--- src/rtl/lvds_panel_sequencer_if.sv ---
// Control/status bundle between the panel sequencer and its requester.
// The master is the side that requests panel power and watches the status;
// the slave is the sequencer itself.
`timescale 1ns/1ps

interface lvds_panel_sequencer_if;
    // Request side
    logic       panel_on_req;   // level: 1 = panel wanted on
    logic       frame_start;    // one-cycle pulse at start of vertical blanking
    logic       fault;          // level: panel/supply fault

    // Status side
    logic       vdd_en;         // panel logic supply enable
    logic       lvds_en;        // serializer output enable
    logic       bl_en;          // backlight enable
    logic       ready;          // panel fully on
    logic       fault_flag;     // sticky fault indicator
    logic [2:0] state;          // current sequencer state code

    modport master (
        output panel_on_req, frame_start, fault,
        input  vdd_en, lvds_en, bl_en, ready, fault_flag, state
    );

    modport slave (
        input  panel_on_req, frame_start, fault,
        output vdd_en, lvds_en, bl_en, ready, fault_flag, state
    );
endinterface

--- src/rtl/lvds_panel_sequencer.sv ---
// Power/enable sequencer for the LVDS LCD panel.
// Walks panel VDD, LVDS output enable and backlight through the timed power-up
// and power-down ramps, aligning LVDS enable to a frame boundary so serialized
// data never drives an unpowered panel. Runs in the DotClock domain.
`timescale 1ns/1ps

module lvds_panel_sequencer #(
    parameter int unsigned T_VDD        = 72000,
    parameter int unsigned T_LVDS       = 72000,
    parameter int unsigned T_BLOFF      = 72000,
    parameter int unsigned T_LVDSOFF    = 72000,
    parameter int unsigned T_HOLD       = 720000,
    parameter int unsigned SYNC_TIMEOUT = 2000000,
    parameter int unsigned CNT_W        = 32
) (
    input  logic                    clk,
    input  logic                    rst,
    lvds_panel_sequencer_if.slave   bus_if
);

    typedef enum logic [2:0] {
        ST_OFF     = 3'd0,
        ST_VDD     = 3'd1,
        ST_SYNC    = 3'd2,
        ST_LVDS    = 3'd3,
        ST_ON      = 3'd4,
        ST_BLOFF   = 3'd5,
        ST_LVDSOFF = 3'd6,
        ST_HOLD    = 3'd7
    } state_t;

    // A dwell of T cycles loads T-1; a dwell of 0 behaves as a dwell of 1.
    function automatic logic [CNT_W-1:0] load_of(input int unsigned t);
        int unsigned v;
        v = (t == 0) ? 0 : t - 1;
        return CNT_W'(v);
    endfunction

    localparam logic [CNT_W-1:0] LD_VDD     = load_of(T_VDD);
    localparam logic [CNT_W-1:0] LD_SYNC    = load_of(SYNC_TIMEOUT);
    localparam logic [CNT_W-1:0] LD_LVDS    = load_of(T_LVDS);
    localparam logic [CNT_W-1:0] LD_BLOFF   = load_of(T_BLOFF);
    localparam logic [CNT_W-1:0] LD_LVDSOFF = load_of(T_LVDSOFF);
    localparam logic [CNT_W-1:0] LD_HOLD    = load_of(T_HOLD);

    state_t           state_q, state_d;
    logic [CNT_W-1:0] cnt_q, cnt_d;
    logic             fault_flag_q, fault_flag_d;
    logic             vdd_en_q, lvds_en_q, bl_en_q, ready_q;
    logic             cnt_zero;
    logic             req;

    assign req      = bus_if.panel_on_req;
    assign cnt_zero = (cnt_q == '0);

    // Next-state and sticky fault flag: fault overrides everything, then
    // request drops reverse only the steps already taken, then timers/sync.
    always_comb begin
        // NOTE: every variable gets a default first so no path leaves it
        // unassigned; otherwise synthesis would infer a latch.
        state_d      = state_q;
        fault_flag_d = fault_flag_q;

        if (bus_if.fault && (state_q != ST_OFF) && (state_q != ST_HOLD)) begin
            state_d      = ST_HOLD;
            fault_flag_d = 1'b1;
        end else begin
            unique case (state_q)
                ST_OFF: begin
                    if (fault_flag_q) begin
                        // Stay off until the requester lets go with the fault gone.
                        if (!req && !bus_if.fault) fault_flag_d = 1'b0;
                    end else if (req) begin
                        state_d = ST_VDD;
                    end
                end
                ST_VDD: begin
                    if (!req)          state_d = ST_HOLD;
                    else if (cnt_zero) state_d = ST_SYNC;
                end
                ST_SYNC: begin
                    // Only pulses sampled while already in SYNC count, so a
                    // pulse coincident with the entry edge is ignored.
                    if (!req)                                state_d = ST_HOLD;
                    else if (bus_if.frame_start || cnt_zero) state_d = ST_LVDS;
                end
                ST_LVDS: begin
                    if (!req)          state_d = ST_LVDSOFF;
                    else if (cnt_zero) state_d = ST_ON;
                end
                ST_ON: begin
                    if (!req) state_d = ST_BLOFF;
                end
                // Power-down always runs to completion regardless of the request.
                ST_BLOFF: begin
                    if (cnt_zero) state_d = ST_LVDSOFF;
                end
                ST_LVDSOFF: begin
                    if (cnt_zero) state_d = ST_HOLD;
                end
                ST_HOLD: begin
                    if (cnt_zero) state_d = ST_OFF;
                end
                default: state_d = ST_OFF;
            endcase
        end
    end

    // Dwell counter: load on state entry, otherwise count down and hold at zero.
    always_comb begin
        cnt_d = cnt_q;
        if (state_d != state_q) begin
            unique case (state_d)
                ST_VDD:     cnt_d = LD_VDD;
                ST_SYNC:    cnt_d = LD_SYNC;
                ST_LVDS:    cnt_d = LD_LVDS;
                ST_BLOFF:   cnt_d = LD_BLOFF;
                ST_LVDSOFF: cnt_d = LD_LVDSOFF;
                ST_HOLD:    cnt_d = LD_HOLD;
                default:    cnt_d = '0;
            endcase
        end else if (!cnt_zero) begin
            cnt_d = cnt_q - CNT_W'(1);
        end
    end

    // State register with enables decoded from the state being entered, so
    // every output changes on the same edge as the state.
    always_ff @(posedge clk) begin
        // NOTE: reset is synchronous; a reset mid-sequence drops every enable
        // on the next edge with no ramp-down.
        if (rst) begin
            state_q      <= ST_OFF;
            cnt_q        <= '0;
            fault_flag_q <= 1'b0;
            vdd_en_q     <= 1'b0;
            lvds_en_q    <= 1'b0;
            bl_en_q      <= 1'b0;
            ready_q      <= 1'b0;
        end else begin
            // NOTE: non-blocking assignments so every register samples the
            // pre-edge values regardless of statement order.
            state_q      <= state_d;
            cnt_q        <= cnt_d;
            fault_flag_q <= fault_flag_d;
            vdd_en_q     <= (state_d inside {ST_VDD, ST_SYNC, ST_LVDS, ST_ON,
                                             ST_BLOFF, ST_LVDSOFF});
            lvds_en_q    <= (state_d inside {ST_LVDS, ST_ON, ST_BLOFF});
            bl_en_q      <= (state_d == ST_ON);
            ready_q      <= (state_d == ST_ON);
        end
    end

    assign bus_if.vdd_en     = vdd_en_q;
    assign bus_if.lvds_en    = lvds_en_q;
    assign bus_if.bl_en      = bl_en_q;
    assign bus_if.ready      = ready_q;
    assign bus_if.fault_flag = fault_flag_q;
    assign bus_if.state      = state_q;

endmodule

--- src/flat_wrapper.sv ---
// flat-port wrapper written by rule: the top's interface ports become plain ports
module lvds_panel_sequencer_flat 
#(
    parameter int unsigned T_VDD        = 72000,
    parameter int unsigned T_LVDS       = 72000,
    parameter int unsigned T_BLOFF      = 72000,
    parameter int unsigned T_LVDSOFF    = 72000,
    parameter int unsigned T_HOLD       = 720000,
    parameter int unsigned SYNC_TIMEOUT = 2000000,
    parameter int unsigned CNT_W        = 32
)
  (clk, rst, bus_if_panel_on_req, bus_if_frame_start, bus_if_fault, bus_if_vdd_en, bus_if_lvds_en, bus_if_bl_en, bus_if_ready, bus_if_fault_flag, bus_if_state);
  lvds_panel_sequencer_if bus_if_i ();
  input  logic clk;
  input  logic rst;
  input wire logic [$bits(bus_if_i.panel_on_req)-1:0] bus_if_panel_on_req;
  input wire logic [$bits(bus_if_i.frame_start)-1:0] bus_if_frame_start;
  input wire logic [$bits(bus_if_i.fault)-1:0] bus_if_fault;
  output wire logic [$bits(bus_if_i.vdd_en)-1:0] bus_if_vdd_en;
  output wire logic [$bits(bus_if_i.lvds_en)-1:0] bus_if_lvds_en;
  output wire logic [$bits(bus_if_i.bl_en)-1:0] bus_if_bl_en;
  output wire logic [$bits(bus_if_i.ready)-1:0] bus_if_ready;
  output wire logic [$bits(bus_if_i.fault_flag)-1:0] bus_if_fault_flag;
  output wire logic [$bits(bus_if_i.state)-1:0] bus_if_state;
  assign bus_if_i.panel_on_req = bus_if_panel_on_req;
  assign bus_if_i.frame_start = bus_if_frame_start;
  assign bus_if_i.fault = bus_if_fault;
  assign bus_if_vdd_en = bus_if_i.vdd_en;
  assign bus_if_lvds_en = bus_if_i.lvds_en;
  assign bus_if_bl_en = bus_if_i.bl_en;
  assign bus_if_ready = bus_if_i.ready;
  assign bus_if_fault_flag = bus_if_i.fault_flag;
  assign bus_if_state = bus_if_i.state;
  lvds_panel_sequencer #(.T_VDD(T_VDD), .T_LVDS(T_LVDS), .T_BLOFF(T_BLOFF), .T_LVDSOFF(T_LVDSOFF), .T_HOLD(T_HOLD), .SYNC_TIMEOUT(SYNC_TIMEOUT), .CNT_W(CNT_W)) u_core (.clk(clk), .rst(rst), .bus_if(bus_if_i));
endmodule
--- config.mk ---
export PLATFORM = sky130hd
export DESIGN_NAME = lvds_panel_sequencer_flat
export DESIGN_NICKNAME = d
export VERILOG_FILES = /design/src/rtl/lvds_panel_sequencer_if.sv /design/src/rtl/lvds_panel_sequencer.sv /design/src/flat_wrapper.sv
export SDC_FILE = /design/constraint.sdc
export NUM_CORES = 1
export LEC_CHECK = 0
export CAP_MARGIN = 20
export CELL_PAD_IN_SITES_DETAIL_PLACEMENT = 0
export CELL_PAD_IN_SITES_GLOBAL_PLACEMENT = 1
export CORE_ASPECT_RATIO = 1.1
export CORE_MARGIN = 4
export CORE_UTILIZATION = 28
export CTS_CLUSTER_DIAMETER = 50
export DETAILED_ROUTE_END_ITERATION = 10
export GPL_ROUTABILITY_DRIVEN = 0
export MAX_ROUTING_LAYER = met4
export PLACE_DENSITY_LB_ADDON = 0.1
export SLEW_MARGIN = 10
export SYNTH_ARGS = -nofsm -noshare
export SYNTH_HDL_FRONTEND = slang
export SYNTH_SLANG_ARGS = --single-unit
export TNS_END_PERCENT = 30
--- constraint.sdc ---
create_clock -name clk -period 3.6 [get_ports clk]
set_input_delay 0.72 -clock clk [delete_from_list [all_inputs] [get_ports clk]]
set_output_delay 0.72 -clock clk [all_outputs]
set_load 0.05 [all_outputs]
---- Yosys cells after proc, flatten, opt, wreduce, memory -nomap -nowiden ----
Index checks and enable logic that the tools add are counted.
operators by class
  add/subtract/negate cells ............... 1
  equal/unequal tests ..................... 17
  multiplexer cells ....................... 21
  reduce and logical (&&, ||, !) cells .... 13
operators with widths
  cell                   number
  $mux 32                2
  $pmux 21 s3            1
  $mux 3                 13
  $logic_not 32->1       1
  $sub 32x1->32 const B  1
  $eq 3x3->1 const B     8
  $pmux 3 s8             1
  $eq 3x2->1 const B     4
  $eq 3x1->1 const B     2
  $reduce_bool 3->1      2
  $reduce_bool 6->1      1
  $mux 1                 4
  $reduce_or 4->1        1
  $logic_and 1x1->1      3
  $logic_not 3->1        1
  $ne 3x3->1             1
  $ne 3x3->1 const B     1
  $logic_not 1->1        2
  $ne 2x2->1 const B     1
  $reduce_bool 2->1      1
  $logic_or 1x1->1       1
storage, ports and cells
  register bits ........................... 39
  input bits .............................. 5

---- Logic depth before layout (Yosys ltp) ----
  depth in word-level cells ............... 10
  depth in mapped cells ................... 11
  mapped depth without buffers ............ 9

---- Least setup slack after synthesis ----
OpenSTA, ideal clock, no wires.
  path kind ............................... register to register
  start ................................... register u_core.cnt_q[0]
  end ..................................... register u_core.cnt_q[16]
  setup time .............................. 137 ps
  data arrival time ....................... 2,521 ps
  data required time ...................... 3,463 ps
  path slack .............................. 942 ps
  cell stages (with the launch flop) ...... 11
  buffers on the path ..................... 1
  cells stage by stage .................... dfxtp_1 inv_1 ha_1 or4b_1 clkbuf_1 nor4_1 nand4_1 o221a_1 or3_1 a21oi_1 a211oi_1
between the ends
  word-level cells in the longest chain between the ends .. 10
RTL lines
  item                                RTL line                     source
  from (decl)                         lvds_panel_sequencer.sv:47   logic [CNT_W-1:0] cnt_q, cnt_d;
  from (signal assigned)              lvds_panel_sequencer.sv:144  cnt_q <= cnt_d;
  $logic_not 32->1                    lvds_panel_sequencer.sv:54   assign cnt_zero = (cnt_q == '0);
  $logic_or 1x1->1                    lvds_panel_sequencer.sv:85   else if (bus_if.frame_start || cnt_zero) state_d = ST_LVDS;
  $mux 3                              lvds_panel_sequencer.sv:85
  $mux 3                              lvds_panel_sequencer.sv:84   if (!req) state_d = ST_HOLD;
  $pmux 3 s8                          lvds_panel_sequencer.sv:68   unique case (state_q)
  $mux 3                              lvds_panel_sequencer.sv:64   if (bus_if.fault && (state_q != ST_OFF) && (state_q != ST_HOLD)) begin
  $eq 3x3->1 (tied with other cells)  lvds_panel_sequencer.sv:113  unique case (state_d)
  $reduce_or 4->1 (no source line)    n/a
  $pmux 21 s3                         lvds_panel_sequencer.sv:113
  $mux 32                             lvds_panel_sequencer.sv:112  if (state_d != state_q) begin
Parallel ways exist; a longest one is shown, timed or not. The select of a mux whose other input is x is not followed.
A chain may end at the register's enable or synchronous reset.

---- Worst setup path in the final report ----
  start ................................... register u_core.cnt_q[0]
  end ..................................... register u_core.cnt_q[19]
The elaborated chain is that of the path after synthesis.

==> metrics.yaml <==
wl_met3_um: 186
cts_root_buf: "clkbuf_8"
critPathKind: "register to register"
rr_worst_depth: 10
drive_gt1_share_pct: 13.5
p_sw_uw: 837
ys_seq_area_share_pct: 34.9
grt_overflow: 0
comb_power_share_pct: 49.2
powerDensity_nw_per_um2: 724
slowest_delay_ns: 0.62
ir_worst_vdd_mv: 0.190
setup_violations: 0
start_kind: "register"
r2r_start: "u_core.cnt_q[0]"
die_width_um: 93.2
route.met2.wl_um: 2560
grt_pass1_vias: 1970
postCtsSetupBuffers: 0
route.detailed.drc: 0
startpoint: "u_core.cnt_q[0]"
yosysWarnings: 0
syn_inst: 265
crit_family: "simple AND/OR/NAND/NOR gates"
switching_share_pct: 45.0
htree_levels: 2
power_frac_seq_pct: 34.6
io_buffers: 12
synth_seq_cells: 39
clock_path_buffers: 2
hold_viol: 0
synthesis.nets: 271
critPathSlowestCell: "or4b_1"
drtIter0Drc: 80
cts_sinks: 39
initial_core_util_pct: 29.4
netlist_area_um2: 2240
synth-edff-count: 0
antennaDiodeCount: 0
finalSetupTns_ns: 0
slew_headroom_pct: 54.0
async_flop_share_pct: 0
period_share_pct: 82.2
routed.top_layer: "met4"
clk_latency_ns: 0.29
r2r_slack_ns: 0.64
p_int_uw: 1020
p_clk_share_pct: 16.2
ys.flop_type: "dfxtp_1"
syn_to_final_growth_pct: 14.9
firstDrtPassIters: 4
status: "finished clean"
ant_nets: 0
cts_tree: "done"
fin_crit_ns: 2.96
rows: 33
viasPerCell: 4.94
vias: 1908
path_max_fanout: 10
crit_buf_inv: 2
maxSlewViolCount: 0
routed_wirelength_um: 5730
grtUsageTotal_pct: 13.9
path_depth: 10
r2r_end: "u_core.cnt_q[19]"
cts_made_buffers: 5
synth.avg_cell_area_um2: 8.44
grt_pass1_wl_um: 9990
wire_per_inst_um: 14.8
hpwl_um: 4300
leakage_uw: 0.000923
finalNonFillerCells: 386
synth_cell_types: 56
dieHeight_um: 102
cts_hold_buf: 0
crit_arrival_ns: 3.12
grt_max_degree: 18
dp_cells: 378
worstMarginPinSlew_ns: 0.673
end_kind: "register"
drt-met1-wl_um: 2850
core_um2: 7600
nets: 286
cts.repair.resized: 0
antenna_found_initial: 0
io_pins: 13
path_clk_slew_ns: 0.08
required_ns: 3.76
crit_chain: "inv_1 -> ha_1 -> or4b_1 -> nor4_1 -> nand4_1 -> buf_4 -> o21ai_1 -> nor3_2 -> o31ai_2 -> a21oi_1"
die_area_um2: 9480
rsz0062_at_grt: "no"
clock_skew_ns: 0.00937
hold_path_class: "register to register"
endpoint: "u_core.cnt_q[19]"
cap_viol_max_count: 0
fmaxAchievable_ghz: 0.338
-- logic make-up (layout without fill, tap and decap cells) --
| logic type | Yosys count | in the layout | share of synthesized area (%) |
|---|---|---|---|
| compound gates | 55 | 55 | 16.6 |
| xor+xnor | 29 | 29 | 11.4 |
| fa+ha+maj | 1 | 1 | 0.560 |
| buf+inv | 21 | 37 | 4.64 |
| flops | 39 | 39 | 34.9 |
| simple gates | 120 | 120 | 32.0 |
-- layout by cell type (no fill, tap or decap), types with 2 or more instances in the layout --
master           Yosys  routed
or3_1                6       6
nor2b_1              6       6
xor2_1              11      11
dfxtp_1             39      39
clkdlybuf4s50_1      0      12
nand3_1              4       4
o21ai_0              7       7
clkinvlp_4           0       2
nand4b_1             2       2
nor3_1              12      12
buf_4                2       9
a21o_1               2       2
nor4_4               4       4
or4_4                2       2
nor2_2               5       5
nand4_1              3       3
nor4_1               4       4
xnor2_1             18      18
nand2_1             20      20
and4_1               2       2
a31oi_1              3       3
a211oi_1             5       5
or2_2                4       4
or4_1                2       2
inv_1                7       7
a21oi_1             20      20
clkbuf_8             0       5
o211ai_1             2       2
nor2_1              30      30
nand2b_1             6       6
-- state kept, by name, indices dropped and copies added, names as in the netlist --
register	flops
u_core.bus_if.fault_flag	1
u_core.bus_if.lvds_en	1
u_core.bus_if.vdd_en	1
u_core.bus_if.state	3
u_core.cnt_q	32
u_core.bus_if.bl_en	1
-- power groups by stage --
stage	combinational, µW	sequential (µW)	clock [µW]
detailed placement	919	653	0
finish	915	644	300
floorplan	692	669	0
CTS	925	643	315
global route	1030	662	340
global placement	937	655	0
-- cell type report --
cell class	instances	area, µm²
Clock buffer	5	68.8
Timing Repair Buffer	21	188
Tap cell	105	131
Inverter	8	30.0
Multi-Input combinational cell	205	1350
Fill cell	832	5030
Sequential cell	39	781
Clock inverter	3	20.0
-- metrics by stage --
| stage | cell area, µm² | hold slack (ns) | worst slack [ns] | util [%] | total power, µW |
|---|---|---|---|---|---|
| CTS | 2570 | 0.491 | 0.563 | 33.8 | 1880 |
| global route | 2570 | 0.537 | 0.267 | 33.8 | 2030 |
| finish | 2570 | 0.484 | 0.639 | 33.8 | 1860 |
| detailed placement | 2480 | 0.481 | 0.385 | 32.7 | 1570 |
| floorplan | 2240 | 0.454 | 0.942 | - | 1360 |
| global placement | 2480 | 0.474 | 0.444 | 32.7 | 1590 |
-- tightest hold or removal path, stage by stage, from the launching register on --
cell and delay [ns]:
dfxtp_1 0.31, o41ai_1 0.06, a31oi_1 0.07
-- synthesized netlist by cell type (3+ instances only) --
cell type	instances	area, µm²
a211oi_1	5	37.5
a21oi_1	20	100
a31oi_1	3	18.8
clkbuf_1	7	26.3
dfxtp_1	39	781
inv_1	7	26.3
nand2_1	20	75.1
nand2b_1	6	37.5
nand3_1	4	20.0
nand4_1	3	18.8
nor2_1	30	113
nor2_2	5	31.3
nor2b_1	6	37.5
nor3_1	12	60.1
nor4_1	4	25.0
nor4_4	4	85.1
o21ai_0	7	35.0
or2_2	4	25.0
or3_1	6	37.5
xnor2_1	18	158
xor2_1	11	96.3
-- how the worst min path moves through the flow --
stage,start,depth (start not counted),slack (ns),end
global placement,u_core.cnt_q[17],2,0.47,u_core.cnt_q[17]
detailed placement,u_core.cnt_q[17],2,0.48,u_core.cnt_q[17]
floorplan,u_core.cnt_q[17],2,0.45,u_core.cnt_q[17]
finish,u_core.cnt_q[17],2,0.48,u_core.cnt_q[17]
global route,u_core.cnt_q[17],2,0.54,u_core.cnt_q[17]
CTS,u_core.cnt_q[17],2,0.49,u_core.cnt_q[17]
-- routing by layer --
layer,up-vias,global-route usage [%]
met1,885,17.9
met4,0,6.31
met2,35,20.9
met5,-,-
met3,13,2.67
li1,975,-
Note: power is estimated with default switching activity, not from simulation.
